**src/rtl/hazard_interlock.sv**
```systemverilog
// Issue-side interlock: per-register result-latency counters, EXT unit occupancy,
// and the combinational stall/bubble decision for the instruction in decode.
module hazard_interlock #(
    parameter int unsigned MUL_LAT = 3,
    parameter int unsigned LD_LAT  = 1
) (
    input  logic        clk,
    input  logic        rst_n,
    input  logic        issue_valid,
    input  logic [4:0]  issue_rp1,
    input  logic [4:0]  issue_rp2,
    input  logic        issue_use1,
    input  logic        issue_use2,
    input  logic [4:0]  issue_rd,
    input  logic        issue_wr,
    input  logic [1:0]  issue_kind,
    input  logic        flush,
    output logic        stall,
    output logic        bubble,
    output logic        ext_busy,
    output logic [31:0] pending,
    output logic [15:0] stall_count
);

    localparam int unsigned MAX_LAT = (MUL_LAT > LD_LAT) ? MUL_LAT : LD_LAT;
    localparam int unsigned CW      = $clog2(MAX_LAT + 1);

    typedef logic [CW-1:0] cnt_t;

    typedef enum logic [1:0] {
        KIND_ALU  = 2'd0,
        KIND_LOAD = 2'd1,
        KIND_EXT  = 2'd2,
        KIND_RSVD = 2'd3
    } kind_e;

    cnt_t  cnt [32];
    cnt_t  ext_cnt;
    kind_e kind;
    cnt_t  wr_lat;
    logic  raw;
    logic  waw;
    logic  str;
    logic  accept;
    logic  is_ext;

    assign kind   = kind_e'(issue_kind);
    assign is_ext = (kind == KIND_EXT);

    always_comb begin
        raw = (issue_use1 && (issue_rp1 != 5'd0) && (cnt[issue_rp1] != '0)) ||
              (issue_use2 && (issue_rp2 != 5'd0) && (cnt[issue_rp2] != '0));
        waw = issue_wr && (issue_rd != 5'd0) && (cnt[issue_rd] != '0);
        str = is_ext && (ext_cnt != '0);
    end

    assign stall  = issue_valid && !flush && (raw || waw || str);
    assign bubble = stall;
    assign accept = issue_valid && !flush && !stall;

    // Reserved kind encoding behaves as a plain ALU op.
    always_comb begin
        wr_lat = '0;
        case (kind)
            KIND_LOAD: wr_lat = cnt_t'(LD_LAT);
            KIND_EXT:  wr_lat = cnt_t'(MUL_LAT);
            default:   wr_lat = '0;
        endcase
    end

    always_ff @(posedge clk or negedge rst_n) begin
        if (!rst_n) begin
            for (int unsigned r = 0; r < 32; r++) begin
                cnt[r] <= '0;
            end
        end else begin
            cnt[0] <= '0;
            for (int unsigned r = 1; r < 32; r++) begin
                if (accept && issue_wr && (issue_rd == 5'(r))) begin
                    cnt[r] <= wr_lat;
                end else if (cnt[r] != '0) begin
                    cnt[r] <= cnt[r] - cnt_t'(1);
                end
            end
        end
    end

    always_ff @(posedge clk or negedge rst_n) begin
        if (!rst_n) begin
            ext_cnt <= '0;
        end else if (accept && is_ext) begin
            ext_cnt <= cnt_t'(MUL_LAT);
        end else if (ext_cnt != '0) begin
            ext_cnt <= ext_cnt - cnt_t'(1);
        end
    end

    always_ff @(posedge clk or negedge rst_n) begin
        if (!rst_n) begin
            stall_count <= '0;
        end else if (stall && (stall_count != '1)) begin
            stall_count <= stall_count + 16'd1;
        end
    end

    assign ext_busy = (ext_cnt != '0);

    always_comb begin
        pending = '0;
        for (int unsigned r = 1; r < 32; r++) begin
            pending[r] = (cnt[r] != '0);
        end
    end

endmodule

```
**config.mk**
```make
export PLATFORM = sky130hd
export DESIGN_NAME = hazard_interlock
export DESIGN_NICKNAME = d
export VERILOG_FILES = /design/src/rtl/hazard_interlock.sv
export SDC_FILE = /design/constraint.sdc
export NUM_CORES = 1
export LEC_CHECK = 0
export ABC_CLOCK_PERIOD_IN_PS = 3700
export CAP_MARGIN = 20
export CORE_UTILIZATION = 57
export DETAILED_ROUTE_END_ITERATION = 10
export GPL_TIMING_DRIVEN = 0
export PLACE_DENSITY = 0.88
export SETUP_SLACK_MARGIN = 0.05
export SLEW_MARGIN = 15
export SYNTH_ARGS = -nofsm -noshare
export SYNTH_HDL_FRONTEND = slang
export SYNTH_SLANG_ARGS = --single-unit
```
**constraint.sdc**
```tcl
create_clock -name clk -period 3.7 [get_ports clk]
set_input_delay 0.37 -clock clk [delete_from_list [all_inputs] [get_ports clk]]
set_output_delay 0.37 -clock clk [all_outputs]
set_load 0.03 [all_outputs]
```
==> results.rst <==
.. list-table::
   :header-rows: 1

   * - Metric
     - Value
   * - Primary FF master, synth
     - sky130_fd_sc_hd__dfrtp_1
   * - RePlAce Congestion
     - 0.921
   * - Grt met3 use
     - 3.82%
   * - Port-buffer cells
     - 71
   * - Routed wirelength normalized by instance count
     - 18.8 µm
   * - Post-DR vias/cell
     - 5.94
   * - Synthesized flop and latch total
     - 80
   * - Adder and majority gate portion of the synthesized area
     - 7.12%
   * - Worst clock skew on the final layout
     - 0.0128 ns
   * - Root buf cell
     - sky130_fd_sc_hd__clkbuf_8
   * - Share of post-route cells with drive strength above 1
     - 12.2%
   * - Number of cells produced by synthesis
     - 622
   * - All-layer global routing usage
     - 30.6%
   * - Count of vias placed by the detailed router
     - 5027
   * - Initial core utilization
     - 58.4%
   * - Pin count of the biggest net entering global routing
     - 53
   * - Clock-pin transition on the worst setup and hold timing paths
     - 0.09 ns
   * - Global Route met2 Usage
     - 52.8%
   * - Post-synthesis mux area share
     - 20.2%
   * - Setup repair after global routing missed its margin
     - no
   * - CP arrival
     - 3.11 ns
   * - Compound-gate portion of the synthesized area
     - 7.08%
   * - Aggregate global routing overflow
     - 0
   * - Run status
     - finished clean
   * - Post-synthesis to final-layout area growth
     - 18.4%
   * - Maximum clock insertion buffer count
     - 2
   * - Largest family of logic cells by synthesized area
     - multiplexers
   * - Met1 Use GR
     - 38.8%
   * - Fraction of synthesis flops using an asynchronous set or reset pin
     - 100%
   * - Max-capacitance violation count
     - 0
   * - Element type at the critical path start
     - input pin
   * - Hold Path Class
     - input pin to asynchronous set/reset pin
   * - CP Class
     - input pin to output port
   * - Number of endpoints with negative hold slack in the final report
     - 0
   * - Power density over cell area
     - 848 nW/µm²
   * - Worst slew margin
     - 53.3%
   * - Height of the die
     - 104 µm
   * - Leakage Power
     - 3.40 nW
   * - HPWL reported at the end of detailed placement
     - 12.3 mm
   * - Num CTS Buffers
     - 9
   * - Area of the die
     - 10900 µm²
   * - Register area share after synthesis
     - 33.5%
   * - IR Drop Worst-Case VDD
     - 0.000543 V
   * - Mean cell area of the mapped netlist
     - 9.61 µm²
   * - Number of remaining DRC errors
     - 0
   * - Nets in the synthesized netlist
     - 680
   * - Ant. Diodes
     - 0
   * - Final critical path time including I/O delays and setup
     - 3.48 ns
   * - Xor/xnor cell area share of the yosys netlist
     - 6.60%
   * - Yosys warning count
     - 0
   * - Number of standard cells in the layout, taps in and fillers out
     - 847
   * - Final setup fails
     - 0
   * - Post-layout util
     - 69.1%
   * - Mapped cell area
     - 5980 µm²
   * - Final-report max-slew violation count
     - 0
   * - Num rows
     - 37
   * - Source-to-sink clock delay at the later pin of the worst-skew pair
     - 0.37 ns
   * - First-iteration detailed-routing DRC count
     - 328
   * - Count of clock tree sinks
     - 80
   * - Post-CTS Setup Repair Bufs
     - 0
   * - Number of global-route vias before repair
     - 5085
   * - Total number of H-tree levels
     - 3
   * - Worst Setup SP
     - issue_rd[0]
   * - Wirelength, routed
     - 16.0 mm
   * - Detailed Routing Iterations Pass 1
     - 5
   * - Share of synthesized cell area in and, or, nand and nor gates
     - 16.5%
   * - Antenna violations before repair
     - 0
   * - Count of filler cells inserted in the layout
     - 780
   * - Slew @ Worst Pin
     - 0.700 ns
   * - Fin nets
     - 764
   * - Kind of end point of the critical path
     - output port
   * - Number of top-level design ports
     - 75
   * - PnR Total Power
     - 0.00600 W
   * - Antenna-violating nets left
     - 0
   * - Highest-utilization routing layer at the global route stage
     - met2
   * - Core Box Area
     - 10200 µm²
   * - CTS tree
     - yes
   * - Critical-path maximum fanout
     - 10
   * - Die W
     - 104 µm
   * - Required time at the endpoint of the critical path
     - 3.33 ns
   * - RR Startpoint
     - cnt[32]
   * - Post-synthesis cell type count
     - 59
   * - Global-route wire length before repair
     - 26.0 mm
   * - Placed insts
     - 830
   * - Final worst path period share
     - 94.1%
   * - Number of enable-type register cells in the synthesized netlist
     - 0
   * - Max Clk Rate
     - 287 MHz
## metal layers
| metal | share of wire [%] | up-vias |
|---|---|---|
| met2 | 52 | 206 |
| li1 | - | 2299 |
| met4 | 2.6 | 0 |
| met3 | 5.0 | 35 |
| met1 | 41 | 2487 |
| met5 | 0 | - |
## worst max-delay path, stage by stage
cell and delay, ns:
sky130_fd_sc_hd__clkdlybuf4s50_1 0.49, sky130_fd_sc_hd__buf_2 0.24, sky130_fd_sc_hd__buf_1 0.43, sky130_fd_sc_hd__mux4_2 0.39, sky130_fd_sc_hd__a211o_1 0.33, sky130_fd_sc_hd__a31oi_4 0.26, sky130_fd_sc_hd__and2_1 0.22, sky130_fd_sc_hd__nor2_1 0.08
sky130_fd_sc_hd__buf_4 0.13, sky130_fd_sc_hd__clkbuf_2 0.17
## timing repair
item,4_1_cts,5_1_grt
hold buffers,1,0
endpoints found under the setup margin,2,2
gates resized for setup,2,5
hold endpoints to repair,28,0
## where the power goes
part	internal (W)	total, W	switching (W)
Clock	0.000311	0.000649	0.000338
Sequential	0.00132	0.00175	0.000429
Combinational	0.00166	0.00360	0.00195
Total	0.00328	0.00600	0.00271
## area by class of cell
| class | instances | area (µm²) | share of cell area [%] |
|---|---|---|---|
| Buffer | 22 | 129 | 1.82 |
| Clock buffer | 11 | 131 | 1.86 |
| Clock inverter | 5 | 57.6 | 0.814 |
| Inverter | 109 | 409 | 5.78 |
| Multi-Input combinational cell | 411 | 3440 | 48.6 |
| Sequential cell | 80 | 2000 | 28.3 |
| Tap cell | 136 | 170 | 2.41 |
| Timing Repair Buffer | 73 | 736 | 10.4 |
## flip-flops by register name, summed over array words and instances, names as in the netlist
signal / cells
ext_cnt: 2
stall_count: 16
cnt: 62
## metrics by stage
step | setup TNS, ns | worst slack, ns | hold WS [ns] | cell area [µm²]
4_1_cts | 0 | 0.0163 | 0.472 | 7080
3_3_place_gp | -40.76 | -0.511 | 0.481 | 6860
6_report | 0 | 0.219 | 0.467 | 7070
5_1_grt | 0 | 0.105 | 0.504 | 7070
3_5_place_dp | -0.502 | -0.268 | 0.331 | 6880
2_1_floorplan | 0 | 0.731 | 0.0744 | 5980
## cells in the mapped netlist (2+ instances only)
library cell                number  area share, %
sky130_fd_sc_hd__mux2_2          4           0.75
sky130_fd_sc_hd__nor2_1         54            3.4
sky130_fd_sc_hd__o21ai_0         5           0.42
sky130_fd_sc_hd__o211a_1         3           0.50
sky130_fd_sc_hd__nor4bb_1        2           0.34
sky130_fd_sc_hd__nand3_1        11           0.92
sky130_fd_sc_hd__inv_1         108            6.8
sky130_fd_sc_hd__nor3b_1         4           0.50
sky130_fd_sc_hd__nand2_1        21            1.3
sky130_fd_sc_hd__buf_2           8           0.67
sky130_fd_sc_hd__nand4_1         3           0.31
sky130_fd_sc_hd__o211ai_1        2           0.25
sky130_fd_sc_hd__mux2_1          9            1.7
sky130_fd_sc_hd__nor4b_1         2           0.29
sky130_fd_sc_hd__a21oi_1        22            1.8
sky130_fd_sc_hd__xor2_1         44            6.4
sky130_fd_sc_hd__ha_1           34            7.1
sky130_fd_sc_hd__buf_6           3           0.57
sky130_fd_sc_hd__dfrtp_1        80             34
sky130_fd_sc_hd__a2111oi_0       7            1.0
sky130_fd_sc_hd__or3_1           3           0.31
sky130_fd_sc_hd__mux4_2         12            4.5
sky130_fd_sc_hd__or3_4          11            2.1
sky130_fd_sc_hd__mux2i_1        64             11
sky130_fd_sc_hd__nand2b_1        4           0.42
sky130_fd_sc_hd__nor4_1          3           0.31
sky130_fd_sc_hd__a31oi_1         3           0.31
sky130_fd_sc_hd__a211o_1         2           0.29
sky130_fd_sc_hd__o22ai_1         2           0.21
sky130_fd_sc_hd__nor3_1         32            2.7
sky130_fd_sc_hd__or4_1           2           0.25
sky130_fd_sc_hd__clkbuf_1        7           0.44
sky130_fd_sc_hd__nor3_2         13            2.2
sky130_fd_sc_hd__mux2_4         10            2.5
sky130_fd_sc_hd__buf_4           3           0.38
sky130_fd_sc_hd__o41ai_1         2           0.29
## kinds of logic after synthesis
logic type / Yosys count
adder cells (fa/ha/maj): 34
multiplexers: 99
flip-flops: 80
XOR/XNOR: 45
AO/OA/AOI/OAI: 60
AND/OR/NAND/NOR: 172
buffers and inverters: 131
other: 1
## worst paths after layout
path                                   to  slack (ns)  cells past startpoint
setup / recovery                    stall        0.22                     10
hold / removal                    cnt[35]        0.47                      2
setup reg to reg                  cnt[21]        0.48                     10
hold reg to reg            stall_count[6]        0.51                      1
max in group asynchronous         cnt[21]        2.62                      3
min in group clk           stall_count[6]        0.51                      1
## cell usage in the layout (no fill, tap or decap), types with 9 or more instances in the layout
cell	Yosys	final
sky130_fd_sc_hd__xor2_1	44	44
sky130_fd_sc_hd__nand2_1	21	21
sky130_fd_sc_hd__dfrtp_1	80	80
sky130_fd_sc_hd__clkbuf_1	7	9
sky130_fd_sc_hd__or3_4	11	11
sky130_fd_sc_hd__nor3_1	32	32
sky130_fd_sc_hd__mux2_4	10	10
sky130_fd_sc_hd__mux4_2	12	12
sky130_fd_sc_hd__inv_1	108	108
sky130_fd_sc_hd__clkbuf_8	0	9
sky130_fd_sc_hd__a21oi_1	22	22
sky130_fd_sc_hd__mux2_1	9	9
sky130_fd_sc_hd__nor3_2	13	13
sky130_fd_sc_hd__ha_1	34	34
sky130_fd_sc_hd__nand3_1	11	11
sky130_fd_sc_hd__mux2i_1	64	64
sky130_fd_sc_hd__clkdlybuf4s50_1	0	68
sky130_fd_sc_hd__nor2_1	54	54
Note: power is estimated with default switching activity, not from simulation.
